===== src/rtl/bp_me_pkg.sv =====
// Shared types and helpers for the coherent accelerator complex edge block.
// Holds the lane-path state encoding and the wormhole header length decode.
package bp_me_pkg;

   typedef enum logic [1:0] {
      e_ready    = 2'd0,
      e_body     = 2'd1,
      e_isolated = 2'd2,
      e_drop     = 2'd3
   } bp_cac_edge_state_e;

   // Header is zero-extended by the caller; returns the body-flit count.
   function automatic logic [31:0] bp_cac_hdr_len(input logic [255:0] hdr_i,
                                                  input int unsigned cord_width_i,
                                                  input int unsigned len_width_i);
      logic [31:0] mask;
      mask = (32'd1 << len_width_i) - 32'd1;
      return 32'(hdr_i >> cord_width_i) & mask;
   endfunction

endpackage


===== src/rtl/bp_cac_edge_lane_path.sv =====
// One direction of one coherence lane: small FIFO plus a packet-boundary FSM
// that either forwards, holds (isolated) or drains (inbound only) traffic.
module bp_cac_edge_lane_path
   import bp_me_pkg::*;
#(
   parameter int flit_width_p = 64,
   parameter int cord_width_p = 10,
   parameter int len_width_p  = 4,
   parameter int fifo_els_p   = 2,
   parameter int drop_en_p    = 1
) (
   input  logic                     clk_i,
   input  logic                     reset_i,
   input  logic                     isolate_i,
   input  logic                     v_i,
   input  logic [flit_width_p-1:0]  data_i,
   output logic                     ready_and_o,
   output logic                     v_o,
   output logic [flit_width_p-1:0]  data_o,
   input  logic                     ready_and_i,
   output bp_cac_edge_state_e       state_o,
   output logic                     hdr_drop_o
);

   localparam int ptr_w_lp = $clog2(fifo_els_p);
   localparam int cnt_w_lp = $clog2(fifo_els_p + 1);

   logic [flit_width_p-1:0] mem_q [fifo_els_p];
   logic [ptr_w_lp-1:0]     rd_ptr_q, rd_ptr_d, wr_ptr_q, wr_ptr_d;
   logic [cnt_w_lp-1:0]     count_q, count_d;
   logic                    ready_q;
   bp_cac_edge_state_e      state_q, state_d;
   logic [len_width_p-1:0]  len_cnt_q, len_cnt_d;
   logic                    enq_s, deq_s, head_v_s;
   logic [len_width_p-1:0]  hdr_len_s;

   function automatic logic [ptr_w_lp-1:0] ptr_inc(input logic [ptr_w_lp-1:0] p);
      return (p == ptr_w_lp'(fifo_els_p - 1)) ? ptr_w_lp'(0) : p + ptr_w_lp'(1);
   endfunction

   assign enq_s       = v_i & ready_q;
   assign head_v_s    = (count_q != cnt_w_lp'(0));
   assign data_o      = mem_q[rd_ptr_q];
   assign hdr_len_s   = len_width_p'(bp_cac_hdr_len(256'(mem_q[rd_ptr_q]), cord_width_p, len_width_p));
   assign ready_and_o = ready_q;
   assign state_o     = state_q;

   // Packet-boundary FSM: decides forwarding, holding or draining of the head flit
   always_comb begin
      state_d    = state_q;
      len_cnt_d  = len_cnt_q;
      deq_s      = 1'b0;
      v_o        = 1'b0;
      hdr_drop_o = 1'b0;
      case (state_q)
         e_ready: begin
            if (isolate_i) begin
               state_d = e_isolated;
            end else begin
               v_o = head_v_s;
               if (head_v_s && ready_and_i) begin
                  deq_s = 1'b1;
                  if (hdr_len_s != len_width_p'(0)) begin
                     state_d   = e_body;
                     len_cnt_d = hdr_len_s;
                  end else begin
                     state_d = e_ready;
                  end
               end else begin
                  state_d = e_ready;
               end
            end
         end
         e_body: begin
            v_o = head_v_s;
            if (head_v_s && ready_and_i) begin
               deq_s     = 1'b1;
               len_cnt_d = len_cnt_q - len_width_p'(1);
               if (len_cnt_q == len_width_p'(1)) begin
                  state_d = e_ready;
               end else begin
                  state_d = e_body;
               end
            end else begin
               state_d = e_body;
            end
         end
         e_isolated: begin
            if (!isolate_i) begin
               state_d = e_ready;
            end else if ((drop_en_p != 0) && head_v_s) begin
               deq_s      = 1'b1;
               hdr_drop_o = 1'b1;
               if (hdr_len_s != len_width_p'(0)) begin
                  state_d   = e_drop;
                  len_cnt_d = hdr_len_s;
               end else begin
                  state_d = e_isolated;
               end
            end else begin
               state_d = e_isolated;
            end
         end
         e_drop: begin
            // Drain runs to completion even if isolation is withdrawn mid-packet
            if (head_v_s) begin
               deq_s     = 1'b1;
               len_cnt_d = len_cnt_q - len_width_p'(1);
               if (len_cnt_q == len_width_p'(1)) begin
                  state_d = e_isolated;
               end else begin
                  state_d = e_drop;
               end
            end else begin
               state_d = e_drop;
            end
         end
         default: begin
            state_d = e_ready;
         end
      endcase
   end

   // FIFO occupancy and pointer next-state
   always_comb begin
      rd_ptr_d = deq_s ? ptr_inc(rd_ptr_q) : rd_ptr_q;
      wr_ptr_d = enq_s ? ptr_inc(wr_ptr_q) : wr_ptr_q;
      case ({enq_s, deq_s})
         2'b10:   count_d = count_q + cnt_w_lp'(1);
         2'b01:   count_d = count_q - cnt_w_lp'(1);
         default: count_d = count_q;
      endcase
   end

   // Control state register; ready is registered so it is low throughout reset
   always_ff @(posedge clk_i) begin
      if (reset_i) begin
         state_q   <= e_ready;
         len_cnt_q <= len_width_p'(0);
         rd_ptr_q  <= ptr_w_lp'(0);
         wr_ptr_q  <= ptr_w_lp'(0);
         count_q   <= cnt_w_lp'(0);
         ready_q   <= 1'b0;
      end else begin
         state_q   <= state_d;
         len_cnt_q <= len_cnt_d;
         rd_ptr_q  <= rd_ptr_d;
         wr_ptr_q  <= wr_ptr_d;
         count_q   <= count_d;
         ready_q   <= (count_d != cnt_w_lp'(fifo_els_p));
      end
   end

   // FIFO storage
   always_ff @(posedge clk_i) begin
      if (enq_s) begin
         mem_q[wr_ptr_q] <= data_i;
      end
   end

endmodule


===== src/rtl/bp_cac_edge_isolator.sv =====
// West edge between the accelerator complex and the tile mesh: buffers every
// coherence lane in both directions and quiesces/drains rows on request.
module bp_cac_edge_isolator
   import bp_me_pkg::*;
#(
   parameter int rows_p       = 1,
   parameter int channels_p   = 3,
   parameter int flit_width_p = 64,
   parameter int cord_width_p = 10,
   parameter int len_width_p  = 4,
   parameter int fifo_els_p   = 2,
   parameter int cnt_width_p  = 16,
   localparam int link_w       = flit_width_p + 2,
   localparam int lanes        = rows_p * channels_p
) (
   input  logic                            coh_clk_i,
   input  logic                            coh_reset_i,
   input  logic [rows_p-1:0]               isolate_i,
   output logic [rows_p-1:0]               isolated_o,
   output logic [rows_p*cnt_width_p-1:0]   drop_count_o,
   input  logic [lanes*link_w-1:0]         outer_link_i,
   output logic [lanes*link_w-1:0]         outer_link_o,
   input  logic [lanes*link_w-1:0]         inner_link_i,
   output logic [lanes*link_w-1:0]         inner_link_o
);

   localparam int inc_w_lp = $clog2(2 * channels_p + 1);
   localparam int sum_w_lp = cnt_width_p + inc_w_lp;

   bp_cac_edge_state_e     ib_state_s [lanes];
   bp_cac_edge_state_e     ob_state_s [lanes];
   logic [lanes-1:0]       ib_drop_s, ob_drop_s;
   logic [cnt_width_p-1:0] drop_cnt_q [rows_p];
   logic [cnt_width_p-1:0] drop_cnt_d [rows_p];
   logic [inc_w_lp-1:0]    drop_inc_s [rows_p];
   logic [rows_p-1:0]      iso_s;

   for (genvar l = 0; l < lanes; l++) begin : g_lane
      localparam int base_lp = l * link_w;
      logic                    ib_v_s, ob_v_s, ib_ready_s, ob_ready_s;
      logic [flit_width_p-1:0] ib_data_s, ob_data_s;

      bp_cac_edge_lane_path #(
         .flit_width_p (flit_width_p),
         .cord_width_p (cord_width_p),
         .len_width_p  (len_width_p),
         .fifo_els_p   (fifo_els_p),
         .drop_en_p    (1)
      ) ib_path (
         .clk_i       (coh_clk_i),
         .reset_i     (coh_reset_i),
         .isolate_i   (isolate_i[l / channels_p]),
         .v_i         (outer_link_i[base_lp + link_w - 1]),
         .data_i      (outer_link_i[base_lp + 1 +: flit_width_p]),
         .ready_and_o (ib_ready_s),
         .v_o         (ib_v_s),
         .data_o      (ib_data_s),
         .ready_and_i (inner_link_i[base_lp]),
         .state_o     (ib_state_s[l]),
         .hdr_drop_o  (ib_drop_s[l])
      );

      bp_cac_edge_lane_path #(
         .flit_width_p (flit_width_p),
         .cord_width_p (cord_width_p),
         .len_width_p  (len_width_p),
         .fifo_els_p   (fifo_els_p),
         .drop_en_p    (0)
      ) ob_path (
         .clk_i       (coh_clk_i),
         .reset_i     (coh_reset_i),
         .isolate_i   (isolate_i[l / channels_p]),
         .v_i         (inner_link_i[base_lp + link_w - 1]),
         .data_i      (inner_link_i[base_lp + 1 +: flit_width_p]),
         .ready_and_o (ob_ready_s),
         .v_o         (ob_v_s),
         .data_o      (ob_data_s),
         .ready_and_i (outer_link_i[base_lp]),
         .state_o     (ob_state_s[l]),
         .hdr_drop_o  (ob_drop_s[l])
      );

      // Each link carries the reverse-direction ready of the opposite path
      assign outer_link_o[base_lp +: link_w] = {ob_v_s, ob_data_s, ib_ready_s};
      assign inner_link_o[base_lp +: link_w] = {ib_v_s, ib_data_s, ob_ready_s};
   end

   // Per-row quiesce status and discarded-header popcount
   always_comb begin
      for (int r = 0; r < rows_p; r++) begin
         iso_s[r]      = 1'b1;
         drop_inc_s[r] = inc_w_lp'(0);
      end
      for (int l = 0; l < lanes; l++) begin
         iso_s[l / channels_p] = iso_s[l / channels_p]
                               & (ib_state_s[l] == e_isolated)
                               & (ob_state_s[l] == e_isolated);
         drop_inc_s[l / channels_p] = drop_inc_s[l / channels_p]
                                    + inc_w_lp'(ib_drop_s[l])
                                    + inc_w_lp'(ob_drop_s[l]);
      end
   end

   // Saturating drop-counter next-state
   always_comb begin
      logic [sum_w_lp-1:0] sum_v;
      sum_v = sum_w_lp'(0);
      for (int r = 0; r < rows_p; r++) begin
         sum_v = sum_w_lp'(drop_cnt_q[r]) + sum_w_lp'(drop_inc_s[r]);
         if (sum_v > sum_w_lp'({cnt_width_p{1'b1}})) begin
            drop_cnt_d[r] = {cnt_width_p{1'b1}};
         end else begin
            drop_cnt_d[r] = sum_v[cnt_width_p-1:0];
         end
      end
   end

   // Drop-counter registers
   always_ff @(posedge coh_clk_i) begin
      for (int r = 0; r < rows_p; r++) begin
         if (coh_reset_i) begin
            drop_cnt_q[r] <= cnt_width_p'(0);
         end else begin
            drop_cnt_q[r] <= drop_cnt_d[r];
         end
      end
   end

   for (genvar r = 0; r < rows_p; r++) begin : g_row
      assign drop_count_o[r * cnt_width_p +: cnt_width_p] = drop_cnt_q[r];
   end

   assign isolated_o = iso_s;

endmodule

===== config.mk =====
export PLATFORM = sky130hd
export DESIGN_NAME = bp_cac_edge_isolator
export DESIGN_NICKNAME = d
export VERILOG_FILES = /design/src/rtl/bp_me_pkg.sv /design/src/rtl/bp_cac_edge_lane_path.sv /design/src/rtl/bp_cac_edge_isolator.sv
export SDC_FILE = /design/constraint.sdc
export NUM_CORES = 1
export LEC_CHECK = 0
export ABC_AREA = 1
export CAP_MARGIN = 0
export CORE_AREA = 3 3 312 314
export DETAILED_ROUTE_END_ITERATION = 8
export DIE_AREA = 0 0 315 317
export PLACE_DENSITY = 0.64
export SYNTH_ARGS = -nofsm -noshare
export SYNTH_HDL_FRONTEND = slang
export SYNTH_HIERARCHICAL = 1
export SYNTH_SLANG_ARGS = --single-unit
export TNS_END_PERCENT = 5

===== constraint.sdc =====
create_clock -name coh_clk_i -period 5 [get_ports coh_clk_i]
set_clock_uncertainty 0.15 [all_clocks]
set_input_delay 0.5 -clock coh_clk_i [delete_from_list [all_inputs] [get_ports coh_clk_i]]
set_output_delay 0.5 -clock coh_clk_i [all_outputs]
set_load 0.05 [all_outputs]

==> flow_results.org, run 1 <==
** Outcome
- The run finished with clean final reports.

** Clocking
- Clock tree synthesis selected as its root buffer the cell clkbuf_16.
- TritonCTS Buffers :: 92
- The longest clock path from root to sink contains 3 buffers.
- In this run, post-CTS repair resized a total of 0 instances.
- Clk pin slew, worst setup/hold paths :: about 70 ps
- Total number of H-tree levels :: 3
- Sinks on Clock Net :: roughly 860
- After clock tree synthesis, the flow added hold-fix buffers numbering 0.
- Clock latency at the later pin of the worst-skew pair :: roughly 660 ps
- TritonCTS built the clock tree.
- Buffers added to address setup during post-CTS repair amount to 0.

** Synthesis
- Synthesis instantiated 37 different standard cells from the library.
- Post-synthesis instance area :: ~33000 um^2
- The synthesized design contains 856 register bits.
- Synth warn :: 6
- A synthesized cell averages between 10 and 15 um^2.
- Counting flops with an async set or reset pin after synthesis yields a share of 0.
- In the synthesized netlist, the number of instances is between 2k and 3k.
- Among all flip-flop cells after synthesis, the most frequent one is edfxtp_1.
- The largest total area in the synthesized netlist belongs to edfxtp_1.
- By count the netlist is led by 1295 x nand2_1, 768 x edfxtp_1, 105 x nor2_1.
- Ranked by total cell area, the synthesized netlist is headed by edfxtp_1 70%, nand2_1 15%, dfxtp_1 5.3%.
- Sequential share of the synthesized area :: 0.7500
- Share of Yosys cell area claimed by the top area cell type :: 0.6968
- Counting flops with a built-in enable in the synthesized netlist gives 768.
- Cell with the most instances after synthesis :: nand2_1
- Counting every net in the synthesized netlist gives 3198.

** Setup path
- Slowest cell delay on critical path :: ~680 ps
- Arr. time, crit path :: approximately 4400 ps
- The kind of cell with the highest combined delay along the critical path is adder cells.
- The slowest stage of the critical path is the clkdlybuf4s50_1 cell.
- Most common cell type on the critical path :: fa_1
- Reg-to-Reg Start :: g_lane[1].ib_path/state_o[0]
- Startpoint kind of the worst setup timing path :: input port
- Cell-by-cell listing of the critical path :: clkdlybuf4s50_1 -> nand2_4 -> nor3_1 -> fa_1 -> inv_1 -> fa_1 -> fa_1 -> fa_1 -> inv_1 -> nand2_1 -> nand2_2 -> nand2_4 -> nor2_8 -> nand3_4 -> nand3_1 -> nand2_1 -> inv_1
- Of all nets on the critical path, the largest fanout is 13.
- The worst setup path is captured at a flop.
- Classification of the worst setup path :: input port to flop
- Cells on worst reg2reg path :: 17
- Critical R2R Capture :: drop_cnt_q[0][15]
- Worst path required time :: roughly 5500 ps
- Combined buffer and inverter count along the critical path :: 4
- Setup slack of the worst register-to-register path :: 1030 ps

** Cells and area
- Final #Nets :: 4030
- Measured on the finished design, the core utilization comes to 0.4798.
- Of the cells placed in the final design, the portion with a size suffix greater than 1 is 0.06764.
- After filler insertion, the fill cell instance count of the layout stands at about 8.3k.
- The area growth from synthesis to layout is 37.53%.

** Floorplanning
- The core region is 94870 um^2.
- Starting density of the core :: 0.3489
- In this run the vertical extent of the chip is about 320 um.
- Number of I/O pins :: between 800 and 900
- Floorplan row count :: 113
- Die boundary width :: around 320 um
- Full die area :: 99860 um^2

** Min path
- Number of cells traversed by the worst hold path :: 2
- For hold timing, the worst endpoint is g_lane[1].ob_path/count_q[1].
- The worst hold path begins at coh_reset_i.
- The min-delay analysis places its worst path in the category input port to flop.

** Route
- The first routing iteration left 1490 violations.
- Count of unresolved DRC violations after routing :: 0
- Antenna-violating nets left :: 0
- Routed WL per cell :: 18.18 um
- Using the TritonRoute via totals, the vias-per-cell ratio works out to approximately 4.5.
- The first detailed-routing pass took 4 iterations.
- Across all layers, the routed design uses approximately 22k vias.
- Drt total wl :: between 90000 and 100000 um

** Power and ir drop
- Total internal power :: between 10 and 15 mW
- Of the total power, registers draw 0.391.
- Power spread over the standard cell area amounts to 488.6 nW/um^2.
- IR Drop Worst-Case VDD :: ~0.00032 V
- Summed over all nets, the switching power comes to about 7.9 mW.
- Of the total power, the share spent switching nets is 0.3553.
- For this design the static power due to leakage is 17.38 nW.
- The share of total power dissipated in the clock network is 0.296.
- The share of total power dissipated in combinational logic is 0.313.

** Timing
- In the final timing run, aggregate negative setup slack is 0 ps.
- Final min period :: ~4000 ps
- Headroom to the max-slew limit came out at 0.2872.
- Final Max Slew Viols :: 0
- Dividing the final minimum period by the clock period gives 0.7946.
- Hold violation total from the final report :: 0
- Minimum setup slack in the final design :: 1027 ps
- Static timing analysis puts the maximum clock frequency at around 250 MHz.
- Setup Viol. Count Final :: 0
- Setup repair after global routing missed its margin :: false
- At the pin with the least slew margin, the transition time is between 1000 and 1500 ps.

** Global route
- Total global-route track usage :: 0.1734
- Entering global routing, the biggest net connects between 60 and 70 pins.
- Total global routing overflow :: 0
- Most used routing layer :: met2
- The number of antenna violations at the first check in global routing was 10.
- In the global route stage, met3 resource usage came out at 0.06914.
- Met2 Use GR :: 0.2985
- Vias in the first global route :: roughly 22k
- First-pass GRT wire length :: about 130000 um
- Met1 Resource Use GR :: 0.1917

** Placed design
- Pre-CTS worst setup slack :: between 200 and 300 ps
- Post-DP HPWL :: just over 60000 um
- The congestion estimate from routability-driven global placement came to 0.7705.
- Number of buffers added on ports :: roughly 800

** Job
- Number of violations of the max-capacitance limit :: 0
==> final cells by class <==
class,count,area [um^2],share of cell area
Sequential cell,856,24830,0.5455
Timing Repair Buffer,839,8325,0.1829
Multi-Input combinational cell,1707,7415,0.1629
Clock buffer,119,2424,0.05324
Tap cell,1265,1583,0.03477
Clock inverter,50,498.0,0.01094
Inverter,110,415.4,0.009126
Antenna cell,11,27.53,0.0006047
==> worst max path at each step <==
| stage | startpoint | end | slack (ps) | cells past startpoint |
|---|---|---|---|---|
| global placement | isolate_i | drop_cnt_q[0][15] | 310 | 17 |
| global route | g_lane[1].ib_path/state_o[0] | drop_cnt_q[0][14] | 680 | 15 |
| CTS | g_lane[1].ib_path/state_o[0] | drop_cnt_q[0][15] | 960 | 17 |
| detailed placement | isolate_i | drop_cnt_q[0][15] | 270 | 17 |
| finish | isolate_i | drop_cnt_q[0][15] | 1030 | 17 |
| floorplan | outer_link_i[65] | g_lane[0].ib_path/mem_q[1][0] | 1070 | 2 |
==> sequential cells by signal, indices dropped and copies added (netlist names), named ones only <==
name,cells
g_lane.ib_path/count_q,6
g_lane.ib_path/ready_and_o,3
g_lane.ib_path/wr_ptr_q,3
g_lane.ob_path/mem_q,384
drop_cnt_q,16
g_lane.ib_path/state_o,3
g_lane.ib_path/rd_ptr_q,3
g_lane.ob_path/wr_ptr_q,3
g_lane.ob_path/ready_and_o,3
g_lane.ob_path/count_q,6
g_lane.ib_path/len_cnt_q,12
g_lane.ob_path/state_o,3
g_lane.ob_path/len_cnt_q,12
g_lane.ib_path/mem_q,384
g_lane.ob_path/rd_ptr_q,3
==> cell usage in the layout, fill, tap and decap left out, types with 4 or more instances in the layout <==
cell                n
a21oi_1            80
a21oi_2            11
buf_4              29
bufinv_16           6
clkbuf_1           25
clkbuf_16          92
clkdlybuf4s50_1   810
clkinv_1           10
clkinv_2           17
clkinv_4            6
clkinv_8            5
dfxtp_1            82
dfxtp_2             6
diode_2            11
edfxtp_1          768
fa_1                4
ha_1               21
inv_1              98
inv_2              11
nand2_1          1295
nand2_2            15
nand2_4             7
nand3_1            66
nand4_1             8
nor2_1             93
nor2_2              7
nor2_4             12
nor3_1             18
o21ai_0            17
o21ai_2             6
or2_1               4
xnor2_1             5
xor2_1             17
==> per-layer routing <==
layer | wire, um | up-vias | share of wire
li1 | - | 10954 | -
met1 | 33610 | 10464 | 0.37
met2 | 45570 | 624 | 0.51
met3 | 8318 | 140 | 0.092
met4 | 2598 | 2 | 0.029
met5 | 13 | - | 0.00014
==> stage by stage <==
step,hold WS [ps],instance area [um^2],power [mW],cells
finish,205.6,45520,22.24,4957
global route,211.3,45510,23.31,4954
CTS,182.8,45490,22.55,4946
detailed placement,291.5,42570,15.88,4777
global placement,278.2,42570,15.84,4777
floorplan,281.5,33100,13.37,2774
==> kinds of logic (layout without fill, tap and decap cells) <==
family                     after synthesis  after routing  share of synthesized area
AOI/OAI and AO/OA                      122            122                    0.02064
xor gates and xnor gates                22             22                   0.005822
adders and majority gates               25             25                    0.01036
buffers and inverters                  211           1118                    0.02866
DFF                                    856            856                     0.7500
other                                    3             14                  0.0003402
and+or+nand+nor                       1535           1535                     0.1841
==> power by group through the flow <==
stage	sequential, mW	combinational (mW)	clock [mW]
after global routing	8.76	7.46	7.09
after CTS	8.70	7.06	6.80
after detailed placement	8.85	7.03	0
after global placement	8.83	7.01	0
after floorplan	8.86	4.51	0
final	8.69	6.97	6.58
Power figures use the tool's default switching activity.
==> run 2, diff against run 1 <==
clock period = 3.8 ns   (was 5 ns; I/O delays follow)
==> run 2 against run 1 <==
  * Register-to-register slack worse by 780 ps
  * Global-route usage hardly changed
  * Clock power is 28% higher
  * Via count is 0.49% higher
==> flow_results.org, run 2 (same netlist as run 1, synthesis figures left out) <==
** Setup path
- The critical path goes through inv_1 -> nand2_1 -> inv_1 -> nor3_1 -> buf_4 -> fa_1 -> inv_1 -> fa_1 -> fa_2 -> fa_2 -> inv_1 -> nand2_1 -> nand2_2 -> nand2_4 -> nor2_8 -> nand3_4 -> buf_4 -> a21oi_2.
- The worst setup path is launched from a flop.
- Worst path required time :: 4230 ps
- Counting both buffers and inverters, the worst setup path holds a total of 6.
- On the critical path the largest part of the delay comes from adder cells.
- The critical path in this run is classified as flop to flop.
- Most common cell type on the critical path :: inv_1
- Critical-path top delay cell :: fa_1
- The worst setup path is captured at a flop.
- In this design, the stage delay of the slowest critical-path cell is ~520 ps.
- Of all nets on the critical path, the largest fanout is 5.
- Arr. time, crit path :: ~4000 ps

** Clocking
- No sink is reached through more buffers than the 3 on the longest clock path.
- Clock tree synthesis selected as its root buffer the cell clkbuf_16.
- The clock drives between 800 and 900 sinks.
- The later pin in the worst-skew pair is clocked with a latency of 650 ps.
- TritonCTS clock tree :: built
- In this run, CTS created clock tree buffers numbering 91.
- Clk pin slew, worst setup/hold paths :: 60 ps
- CTS built an H-tree with a depth of 3.

** Cells and area
- Final core occ :: 0.4828
- The library cells used most frequently in the layout, excluding fill and tap cells, are 1295 x nand2_1, 804 x clkdlybuf4s50_1, 768 x edfxtp_1.
- The largest registers in the layout are g_lane.ib_path/mem_q: 384 flops, g_lane.ob_path/mem_q: 384 flops, drop_cnt_q: 16 flops.
- From synthesis to final layout, the design area changed by 38.38%.
- The library cell used most frequently in the layout, excluding fill and tap cells, is nand2_1.
- In the final layout, the share of cells above drive strength 1 is 0.07170.
- Layout fillers :: 8332
- The net count of the finished layout is around 4.1k.

** Route
- For this run, design rule violations remaining after detail routing come to 0.
- Number of violations reported at the end of detailed-routing iteration 0 :: 1409
- Wires add up to about 90000 um.
- After detailed routing, the number of vias per cell comes to 4.480.
- Via count of the routed design :: between 20k and 25k
- Routed WL per cell :: approximately 18 um
- The pre-antenna-repair detailed-routing pass consisted of 5 iterations.
- Antenna-violating nets left :: 0

** Job
- Max-cap violations in this run came to 0.

** Floorplanning
- Die boundary width :: between 300 and 400 um
- Number of I/O pins :: around 800
- The initial utilization of the core area, before any placement, comes to 0.3489.
- Height of the chip :: 317 um
- Core footprint :: around 95000 um^2
- The floorplan has roughly 110 rows.
- The die covers roughly 100000 um^2.

** Outcome
- Outcome :: completed

** Timing
- In the finished design, the share of the clock period the worst path needs comes to 0.9348.
- Final min period :: ~3600 ps
- For the pin with the worst max-slew slack, the measured transition is ~800 ps.
- Total Neg Setup Slack :: 0 ps
- Fmax :: approximately 280 MHz
- Hold violation total from the final report :: 0
- Final Max Slew Viols :: 0
- Setup Viol. Count Final :: 0
- Worst max-slew margin expressed relative to the limit :: 0.4667

** Power and ir drop
- Across the VDD grid, the largest voltage drop is around 0.00038 V.
- Summed over all cells, the static leakage comes to roughly 18 nW.
- Power, Total :: between 20 and 30 mW
- Power per unit of standard cell area :: between 600 and 700 nW/um^2

** Placed design
- Final weighted congestion of routability-driven global placement :: about 0.8
- Post-DP HPWL :: about 63000 um
- Number of buffers added on ports :: 811

** Global route
- Pin count of the biggest net entering global routing :: 66
- Total global-route track usage :: 0.1730
- The number of antenna violations at the first check in global routing came to 15.
- The first global-routing pass estimated between 100000 and 150000 um of wire.
- The number of global-route vias before repair was ~22k.
- Total global routing overflow :: 0

** Min path
- Min-delay worst type :: input port to flop
-- run 2: cell type report --
class | count | area (um^2) | area share
Timing Repair Buffer | 860 | 8693 | 0.1898
Antenna cell | 15 | 37.54 | 0.0008196
Sequential cell | 856 | 24830 | 0.5422
Clock buffer | 128 | 2447 | 0.05344
Clock inverter | 35 | 361.6 | 0.007895
Inverter | 110 | 415.4 | 0.009070
Tap cell | 1265 | 1583 | 0.03456
Multi-Input combinational cell | 1707 | 7428 | 0.1622
-- run 2: per-layer routing --
metal  global-route usage  vias to the layer above  part of all wire
met1               0.1949                    10447              0.38
met2               0.2964                      682              0.50
li1                     -                    11005                 -
met4              0.07505                        2             0.036
met5                    0                        -           0.00014
met3              0.06165                      156             0.087
-- run 2: per-stage QoR --
| step | cells | hold slack [ps] | area (um^2) | setup slack, ps |
|---|---|---|---|---|
| after floorplan | 2774 | 281.5 | 33100 | -7.310 |
| after global placement | 4798 | 291.6 | 42940 | -457.6 |
| after detailed placement | 4798 | 294.5 | 42940 | -504.6 |
| after CTS | 4961 | 73.72 | 45750 | 79.40 |
| after global routing | 4972 | 100.8 | 45790 | -8.884 |
| final | 4976 | 134.4 | 45800 | 247.9 |
-- run 2: where the power goes --
group	switching, mW	internal, mW	total (mW)	leakage [nW]
registers	0.306	11.1	11.4	7.77
logic	6.42	2.89	9.31	8.38
clock network	3.55	4.90	8.45	1.36
-- run 2: worst paths after layout --
| path | startpoint | end | slack, ps | cells after the start |
|---|---|---|---|---|
| max | g_lane[0].ib_path/count_q[0] | drop_cnt_q[0][3] | 250 | 18 |
| min | coh_reset_i | g_lane[0].ob_path/count_q[0] | 130 | 2 |
| max reg2reg | g_lane[0].ib_path/count_q[0] | drop_cnt_q[0][3] | 250 | 18 |
| min reg2reg | g_lane[1].ob_path/rd_ptr_q | flop | 300 | 1 |
-- run 2: timing repair --
action                                  CTS  global route
resized for setup                         0             6
setup buffers                             0             0
hold buffers                              0             0
endpoints found under the setup margin    0            16
